**config.mk**
```make
export PLATFORM = sky130hd
export DESIGN_NAME = window_fetch_ctrl_flat
export DESIGN_NICKNAME = d
export VERILOG_FILES = /design/src/rtl/wfc_pkg.sv /design/src/rtl/window_fetch_ctrl_if.sv /design/src/rtl/win_capture.sv /design/src/rtl/window_fetch_ctrl.sv /design/src/flat_wrapper.sv
export SDC_FILE = /design/constraint.sdc
export NUM_CORES = 1
export LEC_CHECK = 0
export BUFFER_PORTS_ARGS = -buffer_cell sky130_fd_sc_hd__buf_2
export CAP_MARGIN = 10
export CORE_ASPECT_RATIO = 0.6
export CORE_MARGIN = 8
export CORE_UTILIZATION = 47
export DETAILED_ROUTE_END_ITERATION = 10
export HOLD_SLACK_MARGIN = 0.15
export PLACE_DENSITY = 0.7
export SYNTH_ARGS = -nofsm -noshare
export SYNTH_HDL_FRONTEND = slang
export SYNTH_SLANG_ARGS = --single-unit
```
**constraint.sdc**
```tcl
create_clock -name clk -period 4.8 [get_ports clk]
set_clock_uncertainty 0.2 [all_clocks]
set_input_delay 0.96 -clock clk [delete_from_list [all_inputs] [get_ports clk]]
set_output_delay 0.96 -clock clk [all_outputs]
set_load 0.1 [all_outputs]
```
**src/rtl/wfc_pkg.sv**
```systemverilog
// Shared types and constants for the window fetch controller: FSM encoding,
// default frame geometry, neighbour index constants and the frame-edge test.
package wfc_pkg;

  typedef enum logic [2:0] {
    StIdle,
    StFetch,
    StBorder,
    StDrain,
    StPresent,
    StNext,
    StDone
  } wfc_state_e;

  localparam int unsigned DEF_IMG_W  = 160;
  localparam int unsigned DEF_IMG_H  = 120;
  localparam int unsigned X_W        = 8;
  localparam int unsigned Y_W        = 7;
  localparam int unsigned SEL_W      = 4;
  localparam logic [3:0]  SEL_CENTRE = 4'd4;
  localparam logic [3:0]  SEL_LAST   = 4'd8;

  // A centre pixel on the frame edge has neighbours outside the frame.
  function automatic logic on_edge(input logic [X_W-1:0] x, input logic [Y_W-1:0] y,
                                   input int unsigned w, input int unsigned h);
    return (x == '0) || (x == X_W'(w - 1)) || (y == '0) || (y == Y_W'(h - 1));
  endfunction

endpackage

```
**src/rtl/window_fetch_ctrl_if.sv**
```systemverilog
// Control, frame RAM read and window output signals of the window fetch controller.
// master is the controller side, slave is the RAM / downstream / sequencer side.
interface window_fetch_ctrl_if
  import wfc_pkg::*;
#(
  parameter int unsigned PIX_W = 8
) ();

  logic                 start;
  logic                 busy;
  logic                 done;
  logic [X_W-1:0]       x_o;
  logic [Y_W-1:0]       y_o;
  logic [SEL_W-1:0]     sel_o;
  logic                 rd_en;
  logic [PIX_W-1:0]     rd_data;
  logic                 win_valid;
  logic                 win_ready;
  logic [9*PIX_W-1:0]   win_data;
  logic [X_W-1:0]       win_x;
  logic [Y_W-1:0]       win_y;
  logic                 win_border;

  modport master (
    input  start, rd_data, win_ready,
    output busy, done, x_o, y_o, sel_o, rd_en, win_valid, win_data, win_x, win_y, win_border
  );

  modport slave (
    output start, rd_data, win_ready,
    input  busy, done, x_o, y_o, sel_o, rd_en, win_valid, win_data, win_x, win_y, win_border
  );

endinterface

```
**src/rtl/win_capture.sv**
```systemverilog
// Delays each read's neighbour index by the RAM latency and writes the returned
// pixel into the matching slot of a 9-entry window register file.
module win_capture #(
  parameter int unsigned PIX_W  = 8,
  parameter int unsigned RD_LAT = 1
) (
  input  logic               clk,
  input  logic               rst,
  input  logic               rd_en_i,
  input  logic [3:0]         sel_i,
  input  logic [PIX_W-1:0]   rd_data_i,
  input  logic               clear_i,
  output logic [9*PIX_W-1:0] win_data_o
);

  logic [RD_LAT-1:0] vld_q;
  logic [3:0]        tag_q [RD_LAT];
  logic [PIX_W-1:0]  slot_q [9];

  always_ff @(posedge clk or posedge rst) begin
    if (rst) begin
      vld_q <= '0;
      for (int i = 0; i < RD_LAT; i++) tag_q[i] <= '0;
    end else begin
      vld_q[0] <= rd_en_i;
      tag_q[0] <= sel_i;
      for (int i = 1; i < RD_LAT; i++) begin
        vld_q[i] <= vld_q[i-1];
        tag_q[i] <= tag_q[i-1];
      end
    end
  end

  // Slots are only overwritten, never cleared between interior windows.
  always_ff @(posedge clk or posedge rst) begin
    if (rst) begin
      for (int k = 0; k < 9; k++) slot_q[k] <= '0;
    end else if (clear_i) begin
      for (int k = 0; k < 9; k++) slot_q[k] <= '0;
    end else if (vld_q[RD_LAT-1]) begin
      for (int k = 0; k < 9; k++) begin
        if (tag_q[RD_LAT-1] == 4'(k)) slot_q[k] <= rd_data_i;
      end
    end
  end

  for (genvar k = 0; k < 9; k++) begin : g_pack
    assign win_data_o[k*PIX_W +: PIX_W] = slot_q[k];
  end

endmodule

```
**src/rtl/window_fetch_ctrl.sv**
```systemverilog
// Raster-scans the frame, issues nine neighbourhood reads per interior pixel and
// presents each captured 3x3 window over a valid/ready handshake.
module window_fetch_ctrl
  import wfc_pkg::*;
#(
  parameter int unsigned IMG_W  = DEF_IMG_W,
  parameter int unsigned IMG_H  = DEF_IMG_H,
  parameter int unsigned PIX_W  = 8,
  parameter int unsigned RD_LAT = 1
) (
  input logic               clk,
  input logic               rst,
  window_fetch_ctrl_if.master bus
);

  wfc_state_e       st_q;
  logic             busy_q;
  logic             done_q;
  logic             rd_en_q;
  logic             win_valid_q;
  logic             win_border_q;
  logic [X_W-1:0]   x_q;
  logic [Y_W-1:0]   y_q;
  logic [SEL_W-1:0] sel_q;
  logic [1:0]       dcnt_q;

  logic             last_px;
  logic [X_W-1:0]   nx;
  logic [Y_W-1:0]   ny;
  logic             nx_edge;
  logic             clear;

  always_comb begin
    last_px = (x_q == X_W'(IMG_W - 1)) && (y_q == Y_W'(IMG_H - 1));
    if (x_q == X_W'(IMG_W - 1)) begin
      nx = '0;
      ny = y_q + Y_W'(1);
    end else begin
      nx = x_q + X_W'(1);
      ny = y_q;
    end
    nx_edge = on_edge(nx, ny, IMG_W, IMG_H);
  end

  assign clear = (st_q == StBorder);

  // The NEXT step (advance and edge test) is taken on the accepting PRESENT edge,
  // so the following fetch starts the cycle after the transfer.
  always_ff @(posedge clk or posedge rst) begin
    if (rst) begin
      st_q         <= StIdle;
      busy_q       <= 1'b0;
      done_q       <= 1'b0;
      rd_en_q      <= 1'b0;
      win_valid_q  <= 1'b0;
      win_border_q <= 1'b0;
      x_q          <= '0;
      y_q          <= '0;
      sel_q        <= '0;
      dcnt_q       <= '0;
    end else begin
      done_q <= 1'b0;
      case (st_q)
        StIdle: begin
          if (bus.start) begin
            busy_q <= 1'b1;
            x_q    <= '0;
            y_q    <= '0;
            st_q   <= StBorder;
          end
        end
        StFetch: begin
          if (sel_q == SEL_LAST) begin
            rd_en_q <= 1'b0;
            dcnt_q  <= 2'(RD_LAT - 1);
            st_q    <= StDrain;
          end else begin
            sel_q <= sel_q + SEL_W'(1);
          end
        end
        StDrain: begin
          if (dcnt_q == '0) begin
            win_valid_q <= 1'b1;
            st_q        <= StPresent;
          end else begin
            dcnt_q <= dcnt_q - 2'd1;
          end
        end
        StBorder: begin
          win_border_q <= 1'b1;
          win_valid_q  <= 1'b1;
          st_q         <= StPresent;
        end
        StPresent: begin
          if (bus.win_ready) begin
            win_valid_q <= 1'b0;
            if (last_px) begin
              busy_q <= 1'b0;
              done_q <= 1'b1;
              st_q   <= StDone;
            end else begin
              x_q <= nx;
              y_q <= ny;
              if (nx_edge) begin
                st_q <= StBorder;
              end else begin
                win_border_q <= 1'b0;
                rd_en_q      <= 1'b1;
                sel_q        <= '0;
                st_q         <= StFetch;
              end
            end
          end
        end
        StDone:  st_q <= StIdle;
        default: st_q <= StIdle;
      endcase
    end
  end

  win_capture #(
    .PIX_W  (PIX_W),
    .RD_LAT (RD_LAT)
  ) u_capture (
    .clk        (clk),
    .rst        (rst),
    .rd_en_i    (rd_en_q),
    .sel_i      (sel_q),
    .rd_data_i  (bus.rd_data),
    .clear_i    (clear),
    .win_data_o (bus.win_data)
  );

  assign bus.busy       = busy_q;
  assign bus.done       = done_q;
  assign bus.rd_en      = rd_en_q;
  assign bus.sel_o      = sel_q;
  assign bus.x_o        = x_q;
  assign bus.y_o        = y_q;
  assign bus.win_valid  = win_valid_q;
  assign bus.win_border = win_border_q;
  assign bus.win_x      = x_q;
  assign bus.win_y      = y_q;

endmodule

```
**src/flat_wrapper.sv**
```systemverilog
// flat-port wrapper written by rule: the top's interface ports become plain ports
module window_fetch_ctrl_flat import wfc_pkg::*;
#(
  parameter int unsigned IMG_W  = DEF_IMG_W,
  parameter int unsigned IMG_H  = DEF_IMG_H,
  parameter int unsigned PIX_W  = 8,
  parameter int unsigned RD_LAT = 1
)
  (clk, rst, bus_start, bus_rd_data, bus_win_ready, bus_busy, bus_done, bus_x_o, bus_y_o, bus_sel_o, bus_rd_en, bus_win_valid, bus_win_data, bus_win_x, bus_win_y, bus_win_border);
  window_fetch_ctrl_if #(.PIX_W(PIX_W)) bus_i ();
  input logic clk;
  input logic rst;
  input wire logic [$bits(bus_i.start)-1:0] bus_start;
  input wire logic [$bits(bus_i.rd_data)-1:0] bus_rd_data;
  input wire logic [$bits(bus_i.win_ready)-1:0] bus_win_ready;
  output wire logic [$bits(bus_i.busy)-1:0] bus_busy;
  output wire logic [$bits(bus_i.done)-1:0] bus_done;
  output wire logic [$bits(bus_i.x_o)-1:0] bus_x_o;
  output wire logic [$bits(bus_i.y_o)-1:0] bus_y_o;
  output wire logic [$bits(bus_i.sel_o)-1:0] bus_sel_o;
  output wire logic [$bits(bus_i.rd_en)-1:0] bus_rd_en;
  output wire logic [$bits(bus_i.win_valid)-1:0] bus_win_valid;
  output wire logic [$bits(bus_i.win_data)-1:0] bus_win_data;
  output wire logic [$bits(bus_i.win_x)-1:0] bus_win_x;
  output wire logic [$bits(bus_i.win_y)-1:0] bus_win_y;
  output wire logic [$bits(bus_i.win_border)-1:0] bus_win_border;
  assign bus_i.start = bus_start;
  assign bus_i.rd_data = bus_rd_data;
  assign bus_i.win_ready = bus_win_ready;
  assign bus_busy = bus_i.busy;
  assign bus_done = bus_i.done;
  assign bus_x_o = bus_i.x_o;
  assign bus_y_o = bus_i.y_o;
  assign bus_sel_o = bus_i.sel_o;
  assign bus_rd_en = bus_i.rd_en;
  assign bus_win_valid = bus_i.win_valid;
  assign bus_win_data = bus_i.win_data;
  assign bus_win_x = bus_i.win_x;
  assign bus_win_y = bus_i.win_y;
  assign bus_win_border = bus_i.win_border;
  window_fetch_ctrl #(.IMG_W(IMG_W), .IMG_H(IMG_H), .PIX_W(PIX_W), .RD_LAT(RD_LAT)) u_core (.clk(clk), .rst(rst), .bus(bus_i));
endmodule
```
# Yosys cells after proc, flatten, opt, wreduce, memory -nomap -nowiden
# Index checks and enable logic that the tools add are counted.
# op_classes
addsub	4
eq_ne	26
mux	55
n_reduce_logical	41
# op_table
cell	count
$mux 72	2
$mux 8	13
$mux 7	4
$reduce_bool 2->1	14
$reduce_and 2->1	9
$eq 4x3->1 const B	4
$eq 8x8->1 const B	2
$mux 4	4
$pmux 8 s2	1
$reduce_and 4->1	4
$mux 1	15
$mux 3	5
$pmux 3 s5	1
$eq 7x7->1 const B	2
$pmux 7 s2	1
$ne 2x2->1 const B	6
$reduce_and 5->1	2
$add 8x1->8 const B	1
$eq 4x2->1 const B	2
$eq 4x4->1 const B	2
$logic_not 8->1	1
$pmux 4 s2	1
$add 7x1->7 const B	1
$logic_not 7->1	1
18 further kinds	28
# word_totals
ff_bits	106
out_inout_bits	111

# Depth between registers and ports, before layout
# depth
depth_word	10
depth_mapped	12
ltp_nobuf	8

# By module
# From an unflattened synthesis, not the netlist that was laid out.
# hier_totals
cells_unflattened	508
area_unflattened_um2	5632.9
# by_module_without_submodules
mod	instances	cells_each	area_per_inst_um2	seq_area_each_um2
win_capture	1	265	3400.8	1926.8
window_fetch_ctrl	1	243	2232.1	725.7

# Least setup slack after synthesis
# OpenSTA, ideal clock, no wires.
# synth_timing
path_type	register -> register
from	register u_core.x_q[1], in the netlist u_core.bus.win_x[1]
to	register u_core.st_q[0]
setup_ns	0.124
t_arrival_ns	2.876
required_ns	4.476
slack_ns	1.600
path_stages_with_launch	11
n_path_buf	2
path_cell_list	dfrtp_1 > ha_1 > buf_4 > and4_1 > buf_4 > nand4_1 > xor2_1 > or3_4 > nand4_2 > nor2_2 > or2_1
# synth_via
elab_chain_cells	10
# synth_rtl
element	line_no	source
start, declared	window_fetch_ctrl.sv:22	logic [X_W-1:0] x_q;
start signal, assigned	window_fetch_ctrl.sv:102	x_q <= nx;
$add 8x1->8 / $eq 8x8->1 (equally long branches)	window_fetch_ctrl.sv:39, window_fetch_ctrl.sv:34, window_fetch_ctrl.sv:35	
$mux 8	window_fetch_ctrl.sv:35	if (x_q == X_W'(IMG_W - 1)) begin
$eq 8x8->1 / $logic_not 8->1 (equally long branches)	wfc_pkg.sv:26	return (x == '0) || (x == X_W'(w - 1)) || (y == '0) || (y == Y_W'(h - 1));
$logic_or 1x1->1 (3 in a row)	wfc_pkg.sv:26	
$mux 2	window_fetch_ctrl.sv:104	if (nx_edge) begin
$mux 3 (*)	window_fetch_ctrl.sv:97	if (last_px) begin
$mux 3 (*)	window_fetch_ctrl.sv:95	if (bus.win_ready) begin
$pmux 3 s5 (*)	window_fetch_ctrl.sv:63	case (st_q)
end signal, assigned	window_fetch_ctrl.sv:69	st_q <= StBorder;
end signal, assigned	window_fetch_ctrl.sv:100	st_q <= StDone;
end signal, assigned	window_fetch_ctrl.sv:105	st_q <= StBorder;
end, declared	window_fetch_ctrl.sv:16	wfc_state_e st_q;
# Every way passes the cells marked *; elsewhere a longest branch is shown, timed or not. The select of a mux whose other input is x is not followed.
# A chain may end at the register's enable or synchronous reset.

# Final worst setup path
# layout_timing
from	register u_core.x_q[0], in the netlist u_core.bus.win_x[0]
to	register u_core.x_q[2], in the netlist u_core.bus.win_x[2]
# layout_via
elab_chain_cells	5
# layout_rtl
element	line_no
$add 8x1->8 / $eq 8x8->1 (equally long branches)	window_fetch_ctrl.sv:39, window_fetch_ctrl.sv:34, window_fetch_ctrl.sv:35
$mux 8	window_fetch_ctrl.sv:35
$mux 8	window_fetch_ctrl.sv:97
$mux 8	window_fetch_ctrl.sv:95
$pmux 8 s2	window_fetch_ctrl.sv:63
# Several ways; a longest one is shown, not always the timed one. The select of a mux whose other input is x is not followed.

==> flow_summary_export.csv <==
group,metric,value,unit
worst_hold_path,min-delay-path-class,"flop to flop",
sta,slew-limit-headroom,33.4,%
floorplanning,die_area,14700,um^2
route,routedWlPerCell,18.4,um
cts,postCtsSetupBuffers,0,
floorplanning,ios,123,
sta,layout_min_cycle_time,2.82,ns
yosys,yosys_warnings,0,
yosys,synth_xor_area_share,1.36,%
sta,hold_ws,0.246,ns
cells_and_area,diodes,0,
yosys,synth_edf_count,0,
global_route,antenna_found_initial,0,
worst_setup_path,required,4.82,ns
cts,cts_sinks,106,
cells_and_area,fill_cells,914,
floorplanning,fp.dieH,97.2,um
yosys,synth.avg_cell_area,10.3,um^2
route,num_vias,4020,
status,status,"complete, no violations",
cts,htreeDepth,3,
cells_and_area,layout.nets,606,
cells_and_area,syn_to_final_growth,16.8,%
yosys,synth_fa_ha_area_share,1.45,%
route,wl_met1,6430,um
yosys,synth_nets,520,
global_route,overflow,0,
cts,tritoncts,"done",
yosys,synthSimpleGateAreaFrac,16.3,%
pwr,p_leak,3.27,nW
cts,cts_buffer_depth,2,
yosys,synth_top_flop_cell,"dfrtp_1",
worst_setup_path,crit_fanout,20,
route,drt_pass1_iterations,5,
route,drt-initial-drc-count,330,
floorplanning,fp.coreArea,10600,um^2
cts,root_buffer,"clkbuf_16",
yosys,synth_top_family_by_area,"simple AND/OR/NAND/NOR gates",
placement,io_buffers,122,
yosys,ys_ff_latch,106,
yosys,synth_compound_area_share,8.95,%
cts,cts_resized,0,
global_route,grt_max_degree,74,
cts,cts_made_buffers,9,
cts,clkTransAtPathRegs,0.08,ns
pwr,p_per_area,360,nW/um^2
sta,setup_viol,0,
route,dr_wl_met2,5820,um
route,highest-signal-layer,"met4",
global_route,grt_pass1_wl,21700,um
worst_setup_path,r2r_slack,1.98,ns
worst_setup_path,end_kind,"flop",
placement,gp_congestion,0.874,
cells_and_area,final_common_cell,"buf_2",
sta,rsz0062_at_grt,"false",
yosys,synth_top_cells_by_area,"dfrtp_1 (51%), mux2i_1 (14%), nor2_1 (6.5%)",
placement,place_hpwl,9870,um
route,ant_nets,0,
yosys,yosysSeqAreaShare,51.4,%
sta,maxSlewViolCount,0,
sta,min_period_over_period,58.7,%
yosys,synth_cell_type_count,52,
route,wl,13400,um
route,route.detailed.drc,0,
global_route,grt_pass1_vias,3930,
floorplanning,rows,29,
worst_setup_path,critPathLaunchType,"flop",
sta,worst_pin_slew,0.995,ns
worst_setup_path,arrival,2.84,ns
sta,tns,0,ns
cells_and_area,layout_common_cells,"buf_2 (122), dfrtp_1 (106), nor2_1 (89)",
floorplanning,chipWidth,151,um
cts,clock_latency,0.35,ns
yosys,synth.area.mux_share,14.2,%
job,cap_violations,0,
sta,hold_viol,0,
cts,ctsHoldBuffers,0,
yosys,syn_area,5160,um^2
worst_setup_path,critical_path_class,"flop to flop",
pwr,ir_drop,0.259,mV
cells_and_area,drive_gt1_share,26.1,%
yosys,synthCells,502,
route,dr_wl_met3,1100,um
yosys,synth_top_cell_area_share,51.4,%
route,avgViaCountPerCell,5.49,
floorplanning,start_util,48.5,%
global_route,track_usage,18.4,%
sta,max_freq,0.355,GHz
yosys,async_reset_ff_share,100,%
yosys,synth_top_cell_by_area,"dfrtp_1",
-- worst max-delay path: stages (launching register included) --
cell,delay [ns]
dfrtp_1,0.50
ha_1,0.38
and4_1,0.38
and2_1,0.33
nand4b_2,0.23
o21bai_1,0.18
buf_4,0.24
nor2_1,0.08
nand2_1,0.08
o21ai_0,0.07
-- stage by stage --
| stage | setup WS (ns) | instances | total power [W] | utilization [%] | instance area [um^2] |
|---|---|---|---|---|---|
| floorplan | 0.851 | 502 | 0.00133 | - | 5160 |
| global placement | 2.14 | 716 | 0.00142 | 53.7 | 5710 |
| detailed placement | 2.03 | 716 | 0.00142 | 53.7 | 5710 |
| CTS | 2.01 | 732 | 0.00218 | 56.7 | 6030 |
| global route | 1.76 | 732 | 0.00227 | 56.7 | 6030 |
| finish | 1.98 | 732 | 0.00217 | 56.7 | 6030 |
-- cell type report --
class,count,area (um^2),share of cell area [%]
clock buffers,9,225,3.74
clock inverters,7,93.8,1.56
inverters,11,43.8,0.727
multi-input cells,333,2190,36.3
flip-flops and latches,106,2650,44.0
well taps,139,174,2.89
repair buffers,127,648,10.8
-- synthesized netlist by cell type (all sizes together) (3+ instances only) --
library cell and count:
a211oi 3, a21oi 14, and2 3, and3 4, and4 3, buf 36
clkbuf 16, dfrtp 106, ha 6, inv 11, mux2i 73, nand2 28
nand2b 5, nand3 11, nand3b 3, nand4 7, nor2 90, nor3 5
nor3b 5, o21ai 26, o31a 3, o31ai 13, or3 3, xnor2 3
xor2 5
-- path summary, 6_finish.rpt --
kind                                      from                               to  cells past startpoint
min                           u_core.bus.rd_en           u_core.u_capture.vld_q                      0
max                        u_core.bus.win_x[0]              u_core.bus.win_x[2]                      9
min reg2reg                   u_core.bus.rd_en           u_core.u_capture.vld_q                      0
min in group asynchronous                  rst  u_core.u_capture.win_data_o[37]                      2
max in group asynchronous                  rst  u_core.u_capture.win_data_o[51]                      3
max reg2reg                u_core.bus.win_x[0]              u_core.bus.win_x[2]                      9
-- power breakdown --
| part | internal, W | switching, W |
|---|---|---|
| Sequential | 0.000909 | 0.0000388 |
| Clock | 0.000380 | 0.000379 |
| Combinational | 0.0000790 | 0.000382 |
| Total | 0.00137 | 0.000799 |
-- flip-flops by register name (all words and copies together) (netlist names) --
signal and count:
u_core.bus.win_x 8, u_core.bus.sel_o 4, u_core.bus.win_valid 1, u_core.dcnt_q 2, u_core.bus.busy 1, u_core.u_capture.win_data_o 72
u_core.bus.win_border 1, u_core.bus.win_y 7, u_core.st_q 3, u_core.bus.rd_en 1, u_core.u_capture.tag_q 4, u_core.u_capture.vld_q 1
u_core.bus.done 1
-- per-layer routing --
layer | track usage (%) | vias to the layer above
li1 | - | 1886
met1 | 26.2 | 1987
met2 | 26.8 | 140
met3 | 5.95 | 7
met4 | 3.48 | 0
met5 | 0 | -
-- logic make-up (layout without fill, tap and decap cells) --
family	count (synthesis)	in the layout
flops	106	106
fa+ha+maj	6	6
compound gates	71	71
xor+xnor	8	8
simple gates	175	175
mux	73	73
buf+inv	63	154
(Power assumes the default switching activity.)
